## config.mk

```make
export PLATFORM = sky130hd
export DESIGN_NAME = spi_bus_arbiter
export DESIGN_NICKNAME = d
export VERILOG_FILES = /design/src/rtl/spi_bus_arbiter.sv
export SDC_FILE = /design/constraint.sdc
export NUM_CORES = 1
export LEC_CHECK = 0
export CORE_MARGIN = 2
export CORE_UTILIZATION = 54
export DETAILED_ROUTE_END_ITERATION = 8
export PLACE_DENSITY = 0.8
export SETUP_SLACK_MARGIN = 0.2
export SLEW_MARGIN = 0
export SYNTH_ARGS = -nofsm -noshare
export SYNTH_HDL_FRONTEND = slang
export SYNTH_SLANG_ARGS = --single-unit
```

## constraint.sdc

```tcl
create_clock -name clk -period 2.5 [get_ports clk]
set_input_delay 0.25 -clock clk [delete_from_list [all_inputs] [get_ports clk]]
set_output_delay 0.25 -clock clk [all_outputs]
set_load 0.02 [all_outputs]
```

## src/rtl/spi_bus_arbiter.sv

```systemverilog
// spi_bus_arbiter
// Shares one SPI bus (mode 0, MSB first, two active-low slave selects)
// between two requesters using round-robin arbitration. Each requester
// raises req, receives a one-cycle gnt when its wdata has been captured,
// then a one-cycle done together with the received byte on rdata.
//
// Handshake: req is a level held by the requester until it sees done;
// gnt pulses for one cycle when wdata is captured; done pulses for one
// cycle when rdata is valid. If req is still high in the cycle after
// done, it is taken as a new request.
//
// Ports:
//   clk, rst            system clock, asynchronous active-high reset
//   req0/1              transfer request levels
//   wdata0/1 [7:0]      transmit bytes, captured on grant
//   gnt0/1              grant pulses
//   done0/1             completion pulses
//   rdata0/1 [7:0]      received bytes, updated with done
//   miso                serial data from slave
//   mosi, sclk          serial data to slave, SPI clock (idles low)
//   ss0, ss1            slave selects owned by requester 0 / 1
//   busy                high whenever the sequencer is not idle
module spi_bus_arbiter #(
    parameter int CLK_DIV  = 4,
    parameter int CS_SETUP = 2
) (
    input  logic       clk,
    input  logic       rst,
    input  logic       req0,
    input  logic [7:0] wdata0,
    output logic       gnt0,
    output logic       done0,
    output logic [7:0] rdata0,
    input  logic       req1,
    input  logic [7:0] wdata1,
    output logic       gnt1,
    output logic       done1,
    output logic [7:0] rdata1,
    input  logic       miso,
    output logic       mosi,
    output logic       sclk,
    output logic       ss0,
    output logic       ss1,
    output logic       busy
);

    typedef enum logic [2:0] {
        IDLE,
        SETUP,
        SHIFT,
        HOLD,
        DONE
    } state_t;

    localparam int CW = 16;
    localparam logic [CW-1:0] SETUP_LAST = CW'(CS_SETUP - 1);
    localparam logic [CW-1:0] DIV_LAST   = CW'(CLK_DIV - 1);

    state_t        state;
    logic [CW-1:0] cnt;      // cycle counter within SETUP / HOLD / half-period
    logic [3:0]    half;     // SCLK half-period index within SHIFT
    logic [6:0]    tx;       // remaining transmit bits; bit 7 goes out at grant
    logic [7:0]    rx;
    logic          owner;    // requester that owns the current transfer
    logic          prio;     // requester that wins the next tie
    logic          winner;

    // Lone requester wins; on a tie the pointer decides.
    always_comb begin
        winner = 1'b0;
        if (req0 && req1) winner = prio;
        else if (req1)    winner = 1'b1;
    end

    always_ff @(posedge clk or posedge rst) begin
        if (rst) begin
            state  <= IDLE;
            cnt    <= '0;
            half   <= '0;
            tx     <= '0;
            rx     <= '0;
            owner  <= 1'b0;
            prio   <= 1'b0;
            gnt0   <= 1'b0;
            gnt1   <= 1'b0;
            done0  <= 1'b0;
            done1  <= 1'b0;
            rdata0 <= '0;
            rdata1 <= '0;
            mosi   <= 1'b0;
            sclk   <= 1'b0;
            ss0    <= 1'b1;
            ss1    <= 1'b1;
            busy   <= 1'b0;
        end else begin
            gnt0  <= 1'b0;
            gnt1  <= 1'b0;
            done0 <= 1'b0;
            done1 <= 1'b0;
            case (state)
                IDLE: begin
                    if (req0 || req1) begin
                        owner <= winner;
                        prio  <= ~winner;
                        gnt0  <= ~winner;
                        gnt1  <= winner;
                        ss0   <= winner;
                        ss1   <= ~winner;
                        tx    <= winner ? wdata1[6:0] : wdata0[6:0];
                        mosi  <= winner ? wdata1[7] : wdata0[7];
                        busy  <= 1'b1;
                        cnt   <= '0;
                        state <= SETUP;
                    end
                end
                SETUP: begin
                    if (cnt == SETUP_LAST) begin
                        cnt   <= '0;
                        half  <= '0;
                        state <= SHIFT;
                    end else begin
                        cnt <= cnt + CW'(1);
                    end
                end
                SHIFT: begin
                    if (cnt == DIV_LAST) begin
                        cnt  <= '0;
                        sclk <= ~sclk;
                        half <= half + 4'd1;
                        if (!sclk) begin
                            // rising edge: sample slave data
                            rx <= {rx[6:0], miso};
                        end else if (half != 4'd15) begin
                            // falling edge: present next bit, except after the last
                            mosi <= tx[6];
                            tx   <= {tx[5:0], 1'b0};
                        end
                        if (half == 4'd15) state <= HOLD;
                    end else begin
                        cnt <= cnt + CW'(1);
                    end
                end
                HOLD: begin
                    if (cnt == SETUP_LAST) begin
                        cnt   <= '0;
                        ss0   <= 1'b1;
                        ss1   <= 1'b1;
                        mosi  <= 1'b0;
                        state <= DONE;
                        if (owner) begin
                            done1  <= 1'b1;
                            rdata1 <= rx;
                        end else begin
                            done0  <= 1'b1;
                            rdata0 <= rx;
                        end
                    end else begin
                        cnt <= cnt + CW'(1);
                    end
                end
                DONE: begin
                    busy  <= 1'b0;
                    state <= IDLE;
                end
                default: state <= IDLE;
            endcase
        end
    end

endmodule

```

# == Word level (Yosys, flattened, before mapping) ==
# Cells that the tools add are included.
# word_totals
regBits,65
latch_bits,0
ramBits,0
romBits,0
output_inout_bits,25
memories,0
# op_classes
addsub,2
mul,0
div_mod_pow,0
order_cmp,0
eq_ne,15
shifts,0
n_mux,45
bitwise,3
n_reduce_logical,22
# op_table
cell,n
$mux W16,3
$pmux W16 S3,1
$mux W7,5
$mux W1,22
$add A16 B1 Y16 const B,1
$eq A16 B1 Y1 const B,1
$eq A16 B2 Y1 const B,1
$mux W3,5
$reduce_and A3 Y1,5
$ne A2 B2 Y1 const B,7
$pmux W7 S2,1
$pmux W3 S4,1
$reduce_and A5 Y1,2
$mux W4,2
$pmux W4 S2,1
$reduce_and A2 Y1,4
$reduce_bool A2 Y1,4
$eq A3 B2 Y1 const B,2
$pmux W1 S2,3
$reduce_and A6 Y1,1
$reduce_bool A3 Y1,2
$add A4 B1 Y4 const B,1
$eq A4 B4 Y1 const B,1
$ne A4 B4 Y1 const B,1
other kinds (8),10

# == Longest topological paths before layout ==
# depth
ltp_word,5
depth_mapped,8
depth_no_buf,7

# == Least setup slack after synthesis ==
# Ideal clock, no wire load.
# synth_path
kind,register to register
from,register cnt[1]
to,register rdata1[0]
setup_ps,125
arrival_time_ps,1875
required_ps,2375
path_slack_ps,500
path_stages_with_launch,9
path_buffers,1
period_less_slack_ps,2000
cell_sequence,dfrtp_1 > inv_1 > ha_1 > nor4b_1 > nand4_2 > nor2_2 > and2_1 > buf_4 > mux2_2
# synth_via
elab_chain_cells,2
# synth_lines
item,line,text
start: declaration,60,logic [CW-1:0] cnt;
start signal: assignment,122,cnt <= cnt + CW'(1);
start signal: assignment,140,cnt <= cnt + CW'(1);
start signal: assignment,158,cnt <= cnt + CW'(1);
$eq A16 B1 Y1,144,if (cnt == SETUP_LAST) begin
$reduce_and A3 Y1 (no line),-,
end signal: assignment,152,rdata1 <= rx;
end: declaration,38,"output logic [7:0] rdata1,"
# Every way passes these cells.
# A chain may end at the register's enable or synchronous reset.

# == Worst setup path after layout ==
# layout_path
from,register cnt[5]
to,register half[0]
# layout_via
elab_chain_cells,3
# layout_lines
item,line,text
$eq A16 B1 Y1 / $eq A16 B2 Y1 (equally long branches),"117, 126",
$ne A2 B2 Y1 (no line),-,
$reduce_and A3 Y1 (no line) *,-,
end signal: assignment,129,half <= half + 4'd1;
end: declaration,61,logic [3:0] half;
# Mark *: on every way between the ends. The rest lies on a longest branch, timed or not.

==> PnR_summary.wiki <==
{| class="wikitable"
! Metric !! Value
|-
| Run status || completed
|-
| Flops & latches, synth || 65
|-
| Vias in the first global route || 2216
|-
| Commonest non-fill, non-tap cells in the layout || 63 x sky130_fd_sc_hd__dfrtp_1, 45 x sky130_fd_sc_hd__clkdlybuf4s50_1, 33 x sky130_fd_sc_hd__mux2_2
|-
| Violation count after the first detailed-routing iteration || 169
|-
| Maximum number of pins on one net before global-route repair || 34
|-
| Flop-to-flop setup slack || 0.29 ns
|-
| Num CTS Buffers || 9
|-
| Peak supply drop || 0.5833 mV
|-
| Post-layout net count || 349
|-
| Minimum clock period after layout || 2.208 ns
|-
| Number of I/O port buffers || 45
|-
| Max-slew violation count || 0
|-
| Final std cell area, no fill || 3860 um2
|-
| Reg2reg start || cnt[5]$_DFFE_PP0P_
|-
| Setup CP Type || reg -> reg
|-
| Wire per inst || 14.90 um
|-
| Number of antenna cells inserted || 0
|-
| Number of max-capacitance violations reported || 0
|-
| Capturing point of the worst reg2reg path || half[0]$_DFFE_PP0P_
|-
| Share of layout cells above drive strength 1 || 23.33%
|-
| Detailed-route via count || 2165
|-
| Clock tree root buffer cell || sky130_fd_sc_hd__clkbuf_8
|-
| Depth of the most critical reg-to-reg path || 5
|-
| Actual transition at the worst max-transition pin || 0.9070 ns
|-
| Cell area after placement || 3618 um2
|-
| CTS tree || built
|-
| Mapped Nets || 288
|-
| Total congestion overflow || 0
|-
| Proportion of synthesized flip-flops having asynchronous set or reset || 100.0%
|-
| Dominant register cell in the synthesized netlist || sky130_fd_sc_hd__dfrtp_1
|-
| Skew final || 0.007553 ns
|-
| Overall power || 3611 uW
|-
| Antenna Nets Post-Route || 0
|-
| Starting density of the core || 55.51%
|-
| Top-Level Pins || 46
|-
| Leak pwr || 0.001762 uW
|-
| Area delta synth->final || 27.85%
|-
| Y dimension of the die || 78.78 um
|-
| Final wirelength || 5990 um
|-
| Cell count after synthesis || 264
|-
| Data arrival time of the critical path || 2.43 ns
|-
| Die span in x || 78.78 um
|-
| Area taken by multi-input logic gates || 1346 um2
|-
| Worst hold-check path type || in -> async
|-
| Wire length of the first global-routing pass || 10240 um
|-
| Synth warn || 0
|-
| Total power divided by cell area || 935.5 nW/um2
|-
| Post-detailed-route via-to-cell ratio || 5.386
|-
| Last element of the critical path || half[0]$_DFFE_PP0P_
|-
| Final core occ || 70.97%
|-
| Nature of the critical path endpoint || flop
|-
| Fraction of the yosys area taken by sequential cells || 53.96%
|-
| Maximum clock path buffer count || 2
|-
| Worst rel slew slack || 38.98%
|-
| Final hold slack || 0.2520 ns
|-
| Kind of start point of the critical path || flop
|-
| Ratio of final minimum period to clock period || 88.31%
|-
| Final Hold Violating Endpoints || 0
|-
| Number of hold-repair buffers added at the cts stage || 0
|-
| Most common cell after layout, fill and taps aside || sky130_fd_sc_hd__dfrtp_1
|-
| Placeable core region || 5439 um2
|-
| Fill cell count || 401
|-
| Unique cell type count in the Yosys netlist || 45
|-
| Final HPWL from detailed placement || 4271 um
|-
| GP Congestion || 0.8830
|-
| Floorplan die area || 6206 um2
|-
| Sequential standard cell area || 1629 um2
|-
| Number of rows in the core area || 27
|-
| Crit Path Max Fanout || 7
|-
| Aggregate negative setup slack || 0 ns
|-
| Final setup vio count || 0
|-
| Latest clock arrival within the worst-skew pair || 0.34 ns
|-
| Required arrival time at the worst endpoint || 2.72 ns
|-
| Synthesized area || 3019 um2
|-
| Clk sink count || 65
|-
| Residual DRC || 0
|-
| RSZ-0062 raised after global routing || no
|-
| Top achievable clock speed || 452.9 MHz
|-
| Initial antenna violation count || 0
|-
| Global router's overall resource usage || 21.18%
|-
| CTS clock-pin slew for the worst setup and hold paths || 0.07 ns
|-
| Pre-Repair DR Iteration Count || 4
|-
| Launch point of the critical path || cnt[5]$_DFFE_PP0P_
|-
| Number of synthesized flops with an enable pin || 0
|-
| CTS H-Tree Depth || 3
|-
| Post-Synthesis Mean Instance Area || 11.44 um2
|}
[repair_timing]
| action | 4_1_cts | 5_1_grt |
|---|---|---|
| resized for setup | 0 | 4 |
| setup endpoints to repair | 0 | 24 |
| setup buffers | 0 | 1 |
[state kept, by name, summed over array words and instances, names as in the netlist, 3 cells and up]
| name | count |
|---|---|
| half | 4 |
| rdata0 | 8 |
| tx | 7 |
| rdata1 | 8 |
| rx | 8 |
| cnt | 16 |
| state | 3 |
[where the power goes]
part           internal [uW]  leakage, uW  switching [uW]  total, uW
registers               1270     0.000863             167       1440
logic                    591     0.000794             656       1250
clock network            540     0.000105             382        922
total                   2410      0.00176            1210       3610
[cell type report]
type	instances	share of cell area (%)
Sequential cell	65	42.20
Multi-Input combinational cell	185	34.88
Timing Repair Buffer	57	14.33
Clock buffer	12	4.279
Tap cell	72	2.334
Clock inverter	4	1.297
Inverter	7	0.6807
[synthesized netlist by cell type (3+ instances only)]
master                     count  area share (%)
sky130_fd_sc_hd__a21oi_1       6            0.99
sky130_fd_sc_hd__and2_1        4            0.83
sky130_fd_sc_hd__dfrtp_1      63              52
sky130_fd_sc_hd__ha_1          3             1.2
sky130_fd_sc_hd__inv_1         7            0.87
sky130_fd_sc_hd__mux2_2       33              12
sky130_fd_sc_hd__mux2i_1       9             3.0
sky130_fd_sc_hd__nand2_1      20             2.5
sky130_fd_sc_hd__nand2b_1      4            0.83
sky130_fd_sc_hd__nand3_1       7             1.2
sky130_fd_sc_hd__nand4_1       5             1.0
sky130_fd_sc_hd__nor2_1       28             3.5
sky130_fd_sc_hd__nor3_1        8             1.3
sky130_fd_sc_hd__nor4_1        3            0.62
sky130_fd_sc_hd__nor4b_1       3            0.87
sky130_fd_sc_hd__o21ai_0      12             2.0
sky130_fd_sc_hd__xnor2_1       4             1.2
sky130_fd_sc_hd__xor2_1        9             2.6
[worst min-delay path by stage]
stage | slack (ns) | cells after the start | endpoint
after floorplan | 0.35 | 1 | prio$_DFFE_PP0P_
after global placement | 0.49 | 1 | tx[5]$_DFFE_PP0P_
after detailed placement | 0.49 | 1 | tx[5]$_DFFE_PP0P_
after CTS | 0.25 | 3 | rdata1[3]$_DFFE_PP0P_
after global routing | 0.26 | 3 | rdata1[3]$_DFFE_PP0P_
final | 0.25 | 3 | rdata1[3]$_DFFE_PP0P_
[critical path, cell delays in order, from the launching register on]
cell and delay (ns):
sky130_fd_sc_hd__dfrtp_1 0.46, sky130_fd_sc_hd__or4_4 0.56, sky130_fd_sc_hd__nor3b_2 0.26, sky130_fd_sc_hd__nand2_1 0.12
sky130_fd_sc_hd__o41a_1 0.39, sky130_fd_sc_hd__mux2_2 0.29
[routing by layer]
layer  GRT usage (%)  vias to the layer above  part of all wire, %
met3           6.023                        8                  5.1
met1           29.08                     1043                   47
met4           7.193                        0                  1.2
li1                -                     1059                    -
met5               0                        -                    0
met2           32.65                       55                   47
[kinds of logic after synthesis]
family / count (synthesis) / share of synthesized area, %
adder cells (fa/ha/maj): 3 / 1.243
buffers and inverters: 14 / 2.072
XOR/XNOR: 13 / 3.771
multiplexers: 42 / 15.29
AND/OR/NAND/NOR: 96 / 16.99
flip-flops: 65 / 53.96
AO/OA/AOI/OAI: 31 / 6.673
[metrics by stage]
step	worst slack (ns)	cells
floorplan	0.4999	264
global route	0.2325	402
global placement	0.2550	385
finish	0.2922	402
CTS	0.2378	401
detailed placement	0.2339	385
(Power assumes the default switching activity.)
